<file path="src/rtl/axis_flit_ejector.sv">
// axis_flit_ejector: credit-based NoC flit sink that buffers flits and reassembles them into AXI-Stream beats
module axis_flit_ejector #(
    parameter int FLIT_WIDTH = 64,
    parameter int TID_WIDTH = 2,
    parameter int TDEST_WIDTH = 4,
    parameter int DEST_WIDTH = TID_WIDTH + TDEST_WIDTH,
    parameter int SERIALIZATION_FACTOR = 1,
    parameter int FLIT_BUFFER_DEPTH = 2,
    parameter int TDATA_WIDTH = FLIT_WIDTH * SERIALIZATION_FACTOR
) (
    input  logic                   clk_noc,
    input  logic                   rst_noc,
    input  logic [FLIT_WIDTH-1:0]  data_in,
    input  logic [DEST_WIDTH-1:0]  dest_in,
    input  logic                   is_tail_in,
    input  logic                   send_in,
    output logic                   credit_out,
    output logic                   axis_out_tvalid,
    input  logic                   axis_out_tready,
    output logic [TDATA_WIDTH-1:0] axis_out_tdata,
    output logic                   axis_out_tlast,
    output logic [TID_WIDTH-1:0]   axis_out_tid,
    output logic [TDEST_WIDTH-1:0] axis_out_tdest,
    output logic                   overflow_err
);
    localparam int CW = SERIALIZATION_FACTOR > 1 ? $clog2(SERIALIZATION_FACTOR) : 1;
    localparam int AW = FLIT_BUFFER_DEPTH > 1 ? $clog2(FLIT_BUFFER_DEPTH) : 1;
    localparam int NW = $clog2(FLIT_BUFFER_DEPTH + 1);
    localparam logic [CW-1:0] LAST_LANE = CW'(SERIALIZATION_FACTOR - 1);
    localparam logic [AW-1:0] LAST_SLOT = AW'(FLIT_BUFFER_DEPTH - 1);
    localparam logic [NW-1:0] DEPTH = NW'(FLIT_BUFFER_DEPTH);

    typedef enum logic {COLLECT, HOLD} state_t;

    state_t                 state;
    logic [FLIT_WIDTH-1:0]  mem_data [FLIT_BUFFER_DEPTH];
    logic [DEST_WIDTH-1:0]  mem_dest [FLIT_BUFFER_DEPTH];
    logic                   mem_tail [FLIT_BUFFER_DEPTH];
    logic [AW-1:0]          rd_ptr, wr_ptr;
    logic [NW-1:0]          count;
    logic [CW-1:0]          cnt;
    logic                   empty, full, pop, push, done;
    logic [TDATA_WIDTH-1:0] asm_next;

    // Lane 0 starts a fresh beat, so every higher lane is cleared for early tails.
    always_comb begin
        empty = count == '0;
        full = count == DEPTH;
        pop = !empty && (state == COLLECT || axis_out_tready);
        push = send_in && (!full || pop);
        done = mem_tail[rd_ptr] || cnt == LAST_LANE;
        asm_next = cnt == '0 ? '0 : axis_out_tdata;
        asm_next[int'(cnt) * FLIT_WIDTH +: FLIT_WIDTH] = mem_data[rd_ptr];
    end

    always_ff @(posedge clk_noc) begin
        if (push) begin
            mem_data[wr_ptr] <= data_in;
            mem_dest[wr_ptr] <= dest_in;
            mem_tail[wr_ptr] <= is_tail_in;
        end
    end

    always_ff @(posedge clk_noc or posedge rst_noc) begin
        if (rst_noc) begin
            state <= COLLECT;
            rd_ptr <= '0;
            wr_ptr <= '0;
            count <= '0;
            cnt <= '0;
            credit_out <= 1'b0;
            overflow_err <= 1'b0;
            axis_out_tvalid <= 1'b0;
            axis_out_tdata <= '0;
            axis_out_tlast <= 1'b0;
            axis_out_tid <= '0;
            axis_out_tdest <= '0;
        end else begin
            credit_out <= pop;
            count <= count + NW'(push) - NW'(pop);
            if (send_in && full && !pop) overflow_err <= 1'b1;
            if (push) wr_ptr <= wr_ptr == LAST_SLOT ? '0 : wr_ptr + 1'b1;
            if (pop) rd_ptr <= rd_ptr == LAST_SLOT ? '0 : rd_ptr + 1'b1;
            if (state == HOLD && axis_out_tready) begin
                state <= COLLECT;
                axis_out_tvalid <= 1'b0;
            end
            // A pop during a HOLD handshake overrides the return to COLLECT when it completes a beat.
            if (pop) begin
                axis_out_tdata <= asm_next;
                if (cnt == '0) {axis_out_tid, axis_out_tdest} <= mem_dest[rd_ptr];
                if (done) begin
                    state <= HOLD;
                    axis_out_tvalid <= 1'b1;
                    axis_out_tlast <= mem_tail[rd_ptr];
                    cnt <= '0;
                end else begin
                    cnt <= cnt + 1'b1;
                end
            end
        end
    end
endmodule

</file>
<file path="config.mk">
export PLATFORM = sky130hd
export DESIGN_NAME = axis_flit_ejector
export DESIGN_NICKNAME = d
export VERILOG_FILES = /design/src/rtl/axis_flit_ejector.sv
export SDC_FILE = /design/constraint.sdc
export NUM_CORES = 1
export LEC_CHECK = 0
export BUFFER_PORTS_ARGS = -buffer_cell sky130_fd_sc_hd__buf_2
export CAP_MARGIN = 20
export CORE_UTILIZATION = 52
export CTS_BUF_LIST = sky130_fd_sc_hd__clkbuf_2
export DETAILED_ROUTE_END_ITERATION = 8
export GPL_TIMING_DRIVEN = 0
export PLACE_DENSITY = 0.85
export SYNTH_ARGS = -nofsm -noshare
export SYNTH_HDL_FRONTEND = slang
export SYNTH_SLANG_ARGS = --single-unit
</file>
<file path="constraint.sdc">
create_clock -name clk_noc -period 4.4 [get_ports clk_noc]
set_input_delay 0.44 -clock clk_noc [delete_from_list [all_inputs] [get_ports clk_noc]]
set_output_delay 0.44 -clock clk_noc [all_outputs]
set_load 0.02 [all_outputs]
</file>
Word-level counts from Yosys, hierarchy flattened
Memory sizes are Yosys's and may differ from the RTL's. A register that Yosys moved wholly into a read port is not among the register bits. Cells that the tools add are included.

Add/sub/neg operators: 6. Equality and inequality tests: 1. Shift-type cells: 2. Mux-type cells: 13. Bitwise gates (word level): 2. Reductions and logical operators: 14.

Operator list (count): 64-bit bitwise mux (1); 64-bit two-way mux (1); 64-bit by 33-bit variable shift with 64-bit output (first input constant) (1); 64-bit by 33-bit variable part select with 64-bit output (1); 7-bit negation with 33-bit output (1); 1-bit two-way mux (11); 1-bit logical AND (5); 2-bit AND reduction (2); 1-bit adder (second input constant) (3); 1-bit logical NOT (3); 1-bit logical OR (3); 2-bit by 1-bit adder with 2-bit output (1); 2-bit equality test (second input constant) (1); 2-bit logical NOT (1); 1-bit inverter (2); 2-bit by 1-bit subtractor with 2-bit output (1).

Flip-flop bits (word level): 74. Memory bits (writable): 142. Bits of input ports: 75. Memories: 3.

Memory list: mem_data (words 2, bits a word 64, rd ports 1, clocked after Yosys merged registers in 0, write ports 1, line 36) `logic [FLIT_WIDTH-1:0] mem_data [FLIT_BUFFER_DEPTH];`; mem_dest (words 2, bits a word 6, rd ports 1, clocked after Yosys merged registers in 1, write ports 1, line 37) `logic [DEST_WIDTH-1:0] mem_dest [FLIT_BUFFER_DEPTH];`; mem_tail (words 2, bits a word 1, rd ports 1, clocked after Yosys merged registers in 0, write ports 1, line 38) `logic mem_tail [FLIT_BUFFER_DEPTH];`.

Logic depth before layout (Yosys ltp)
Depth in word-level cells: 7. Mapped depth: 7. Gate-level depth less buffers: 7.

Least setup slack after synthesis
OpenSTA, ideal clock, no wires.

Kind: input-to-reg. From: input port axis_out_tready. To: memory mem_data[0][0], enable pin. Library setup time: 0.500 ns. Arrival: 3.666 ns. Data required time: 3.900 ns. Setup slack: 0.234 ns. Stages on the path: 3. Path buffers: 0. Cells stage by stage: nand4bb_1 -> nand2_1 -> nor2_1.

Cells in the longest elaborated chain, start to end: 6.

RTL lines: start: declaration (line 19) `input logic axis_out_tready,`; 1-bit logical OR (line 49) `pop = !empty && (state == COLLECT || axis_out_tready);`; 1-bit logical AND (line 49); 1-bit logical OR (line 50) `push = send_in && (!full || pop);`; 1-bit logical AND (line 50); 1-bit two-way mux (line 57) `if (push) begin`; 1-bit two-way mux (not written as such) (line 58) `mem_data[wr_ptr] <= data_in;`; end: declaration (line 36).

Every way passes these cells.

Final worst setup path
From: register rd_ptr. To: register axis_out_tdata[7].

Cells in the longest elaborated chain, start to end: 3.

RTL lines: start: declaration (line 39) `logic [AW-1:0] rd_ptr, wr_ptr;`; start signal: assignment (line 83) `if (pop) rd_ptr <= rd_ptr == LAST_SLOT ? '0 : rd_ptr + 1'b1;`; memory 2 x 64 bit; 64-bit by 33-bit variable part select with 64-bit output (line 53) `asm_next[int'(cnt) * FLIT_WIDTH +: FLIT_WIDTH] = mem_data[rd_ptr];`; 64-bit bitwise mux (line 53); end signal: assignment (line 90) `axis_out_tdata <= asm_next;`; end: declaration (line 20) `output logic [TDATA_WIDTH-1:0] axis_out_tdata,`.

Every way passes these cells. A chain may end at the register's enable or synchronous reset.

==> metrics.md <==
| Metric | Value |
|---|---|
| Status | `finished, final reports clean` |
| CTS tree | `built` |
| Post-Layout Cell Count | `938` |
| Top-area cell type share of the netlist area | `52.3%` |
| Netlist cell types | `23` |
| Total GRT Usage | `21.0%` |
| FFs w/ async S/R, synth | `36.0%` |
| Drt drc | `0` |
| Port bufs | `148` |
| Area leader, netlist | `edfxtp_1` |
| Largest net degree at the start of global routing | `45` |
| Mapped Cells | `403` |
| Final worst-path cycle share | `45.2%` |
| Initial core utilization | `53.4%` |
| Final wirelength | `16200 µm` |
| Rows | `45` |
| Setup TNS | `0 ns` |
| Setup violation total in the final timing report | `0` |
| Area grow syn2layout | `28.9%` |
| Root buf cell | `clkbuf_2` |
| Total CTS buffers | `52` |
| Met1 GRT Util | `23.1%` |
| Gp weighted congestion | `0.708` |
| Critical Path RT | `5.03 ns` |
| Die height | `127 µm` |
| Fin area | `0.0105 mm²` |
| Clock Path Buffers | `3` |
| Die width | `127 µm` |
| DR vias/cell | `4.90` |
| Max-slew headroom | `52.3%` |
| DR vias | `4599` |
| Skew final | `0.0663 ns` |
| H-Tree Depth | `2` |
| Crit start category | `flip-flop` |
| Total congestion overflow | `0` |
| CP Class | `flip-flop to flip-flop` |
| RSZ-0062 raised after global routing | `false` |
| Area contributors post-synth | `edfxtp_1 52%, dfrtp_1 25%, mux2_2 19%` |
| # IOs | `149` |
| Worst EP arrival | `2.62 ns` |
| Core ar. | `0.0153 mm²` |
| First-pass GRT wire length | `25800 µm` |
| Crit end category | `flip-flop` |
| Met3 Usage GRT | `5.78%` |
| Most Crowded Layer GR | `met2` |
| Peak supply drop | `0.427 mV` |
| Mapped Nets | `480` |
| Synthesized flop and latch total | `222` |
| Final net count | `760` |
| Worst setup margin | `2.41 ns` |
| Initial drt markers | `182` |
| Initial antenna violation count | `0` |
| Vias in the first global route | `5196` |
| GRT met2 Usage | `38.4%` |
| Total leakage power | `4.30 nW` |
| Power Dens Cells | `681 mW/mm²` |
| Final Max Tran Viols | `0` |
| CP Max Fanout | `10` |
| Post-synthesis sequential area ratio | `76.9%` |
| Share of cells above drive strength 1 | `53.9%` |
| Synthesized area per cell | `20.2 µm²` |
| Synth Warn # | `0` |
| Dpl hpwl | `9440 µm` |
| Post-synth EDFFs | `142` |
| Cell Area, Synth | `0.00815 mm²` |
| Detail Route Antenna Nets | `0` |
| Hold/Removal Path Class | `primary input to asynchronous set/reset pin` |
| Worst slew pin tran | `0.713 ns` |
| DP Area | `0.00927 mm²` |
| Clock-pin slew on the worst setup and hold paths | `0.12 ns` |
| Pre-CTS setup slack | `2.27 ns` |
| TritonCTS Sinks | `222` |
| Placed cell count | `766` |
| Main synth FF type | `edfxtp_1` |
| Achievable Freq | `0.503 GHz` |
| # diodes | `0` |
| Max-Cap Viols | `0` |
| Clk Latency, worst-skew pair | `0.79 ns` |
| Period minus WS final | `1.99 ns` |
| Drt pass-1 iters | `4` |
| Routed WL per cell | `17.3 µm` |
| Full die area | `0.0162 mm²` |
| Final hold vios | `0` |
| CTS resizes | `0` |
| Layout Utilization | `68.9%` |
## kinds of logic after synthesis
kind of cell	count (synthesis)	synth area share, %
AOI/OAI and AO/OA	3	0.292
xor gates and xnor gates	4	0.430
adders and majority gates	2	0.307
buffers and inverters	19	1.60
DFF	222	76.9
muxes	141	19.5
and+or+nand+nor	12	1.03
## routing by layer
layer  wire (µm)  vias up
li1            -     2127
met1        6390     2277
met2        8630      157
met3         837       38
met4         353        0
met5           0        -
## power breakdown
| part | internal (mW) | switching [mW] |
|---|---|---|
| registers | 2.94 | 0.264 |
| clock network | 0.566 | 0.780 |
| logic | 1.21 | 1.39 |
## final timing paths
kind / startpoint / slack, ns / end / depth (start not counted)
worst max-delay path: rd_ptr / 2.41 / axis_out_tdata[7] / 4
worst min-delay path: rst_noc / 0.27 / axis_out_tdata[13] / 3
worst max register to register: rd_ptr / 2.41 / axis_out_tdata[7] / 4
worst min register to register: axis_out_tdata[29] / 0.49 / axis_out_tdata[29] / 1
max in group asynchronous: rst_noc / 3.49 / axis_out_tdata[3] / 4
min in group clk_noc: data_in[38] / 0.37 / mem_data[1][38] / 2
## sequential cells by signal, summed over array words and instances, names as in the netlist
signal,cells
axis_out_tdata,64
axis_out_tdest,4
axis_out_tid,2
axis_out_tlast,1
axis_out_tvalid,1
cnt,1
count,2
credit_out,1
mem_data,128
mem_dest,12
mem_tail,2
overflow_err,1
rd_ptr,1
state,1
wr_ptr,1
## critical path, cell delays in order (launching register included)
cell and delay, ns:
dfrtp_1 0.33, buf_2 0.24, clkbuf_1 0.56, mux2_2 0.42, mux2_2 0.27
## stage by stage
| step | total power [mW] | hold WS [ns] |
|---|---|---|
| 2_1_floorplan | 4.99 | 0.461 |
| 3_3_place_gp | 5.68 | 0.456 |
| 3_5_place_dp | 5.82 | 0.456 |
| 4_1_cts | 7.20 | 0.219 |
| 5_1_grt | 7.56 | 0.228 |
| 6_report | 7.16 | 0.271 |
## cells in the final DEF (no fill, tap or decap), types with 2 or more instances in the layout
| cell | count |
|---|---|
| buf_6 | 7 |
| xnor2_1 | 3 |
| inv_2 | 2 |
| dlygate4sd3_1 | 74 |
| clkinv_1 | 9 |
| ha_1 | 2 |
| inv_1 | 3 |
| clkbuf_2 | 85 |
| clkbuf_1 | 3 |
| buf_12 | 2 |
| buf_2 | 153 |
| buf_16 | 2 |
| dfrtp_1 | 80 |
| mux2_2 | 134 |
| nand2_1 | 2 |
| mux2_1 | 6 |
| edfxtp_1 | 142 |
| o21bai_1 | 2 |
| nor2_1 | 2 |
## what timing repair did
item	CTS	global route
endpoints found under the hold margin	181	0
hold buffers	74	0
setup buffers	0	0
## synth_stat cells (all sizes together), types with 2 or more instances
| cell | count |
|---|---|
| dfrtp | 80 |
| clkbuf | 3 |
| edfxtp | 142 |
| buf | 12 |
| o21bai | 2 |
| nor2b | 2 |
| mux2 | 140 |
| nand2 | 2 |
| xnor2 | 3 |
| ha | 2 |
| nor3 | 2 |
| nor2 | 3 |
| inv | 4 |
## area by class of cell
| type | count | area, µm² |
|---|---|---|
| Sequential cell | 222 | 6270 |
| Clock inverter | 13 | 76.3 |
| Inverter | 4 | 17.5 |
| Tap cell | 211 | 264 |
| Fill cell | 994 | 4750 |
| Multi-Input combinational cell | 162 | 1770 |
| Timing Repair Buffer | 226 | 1580 |
| Buffer | 15 | 115 |
| Clock buffer | 85 | 425 |
Note: power is estimated with default switching activity, not from simulation.
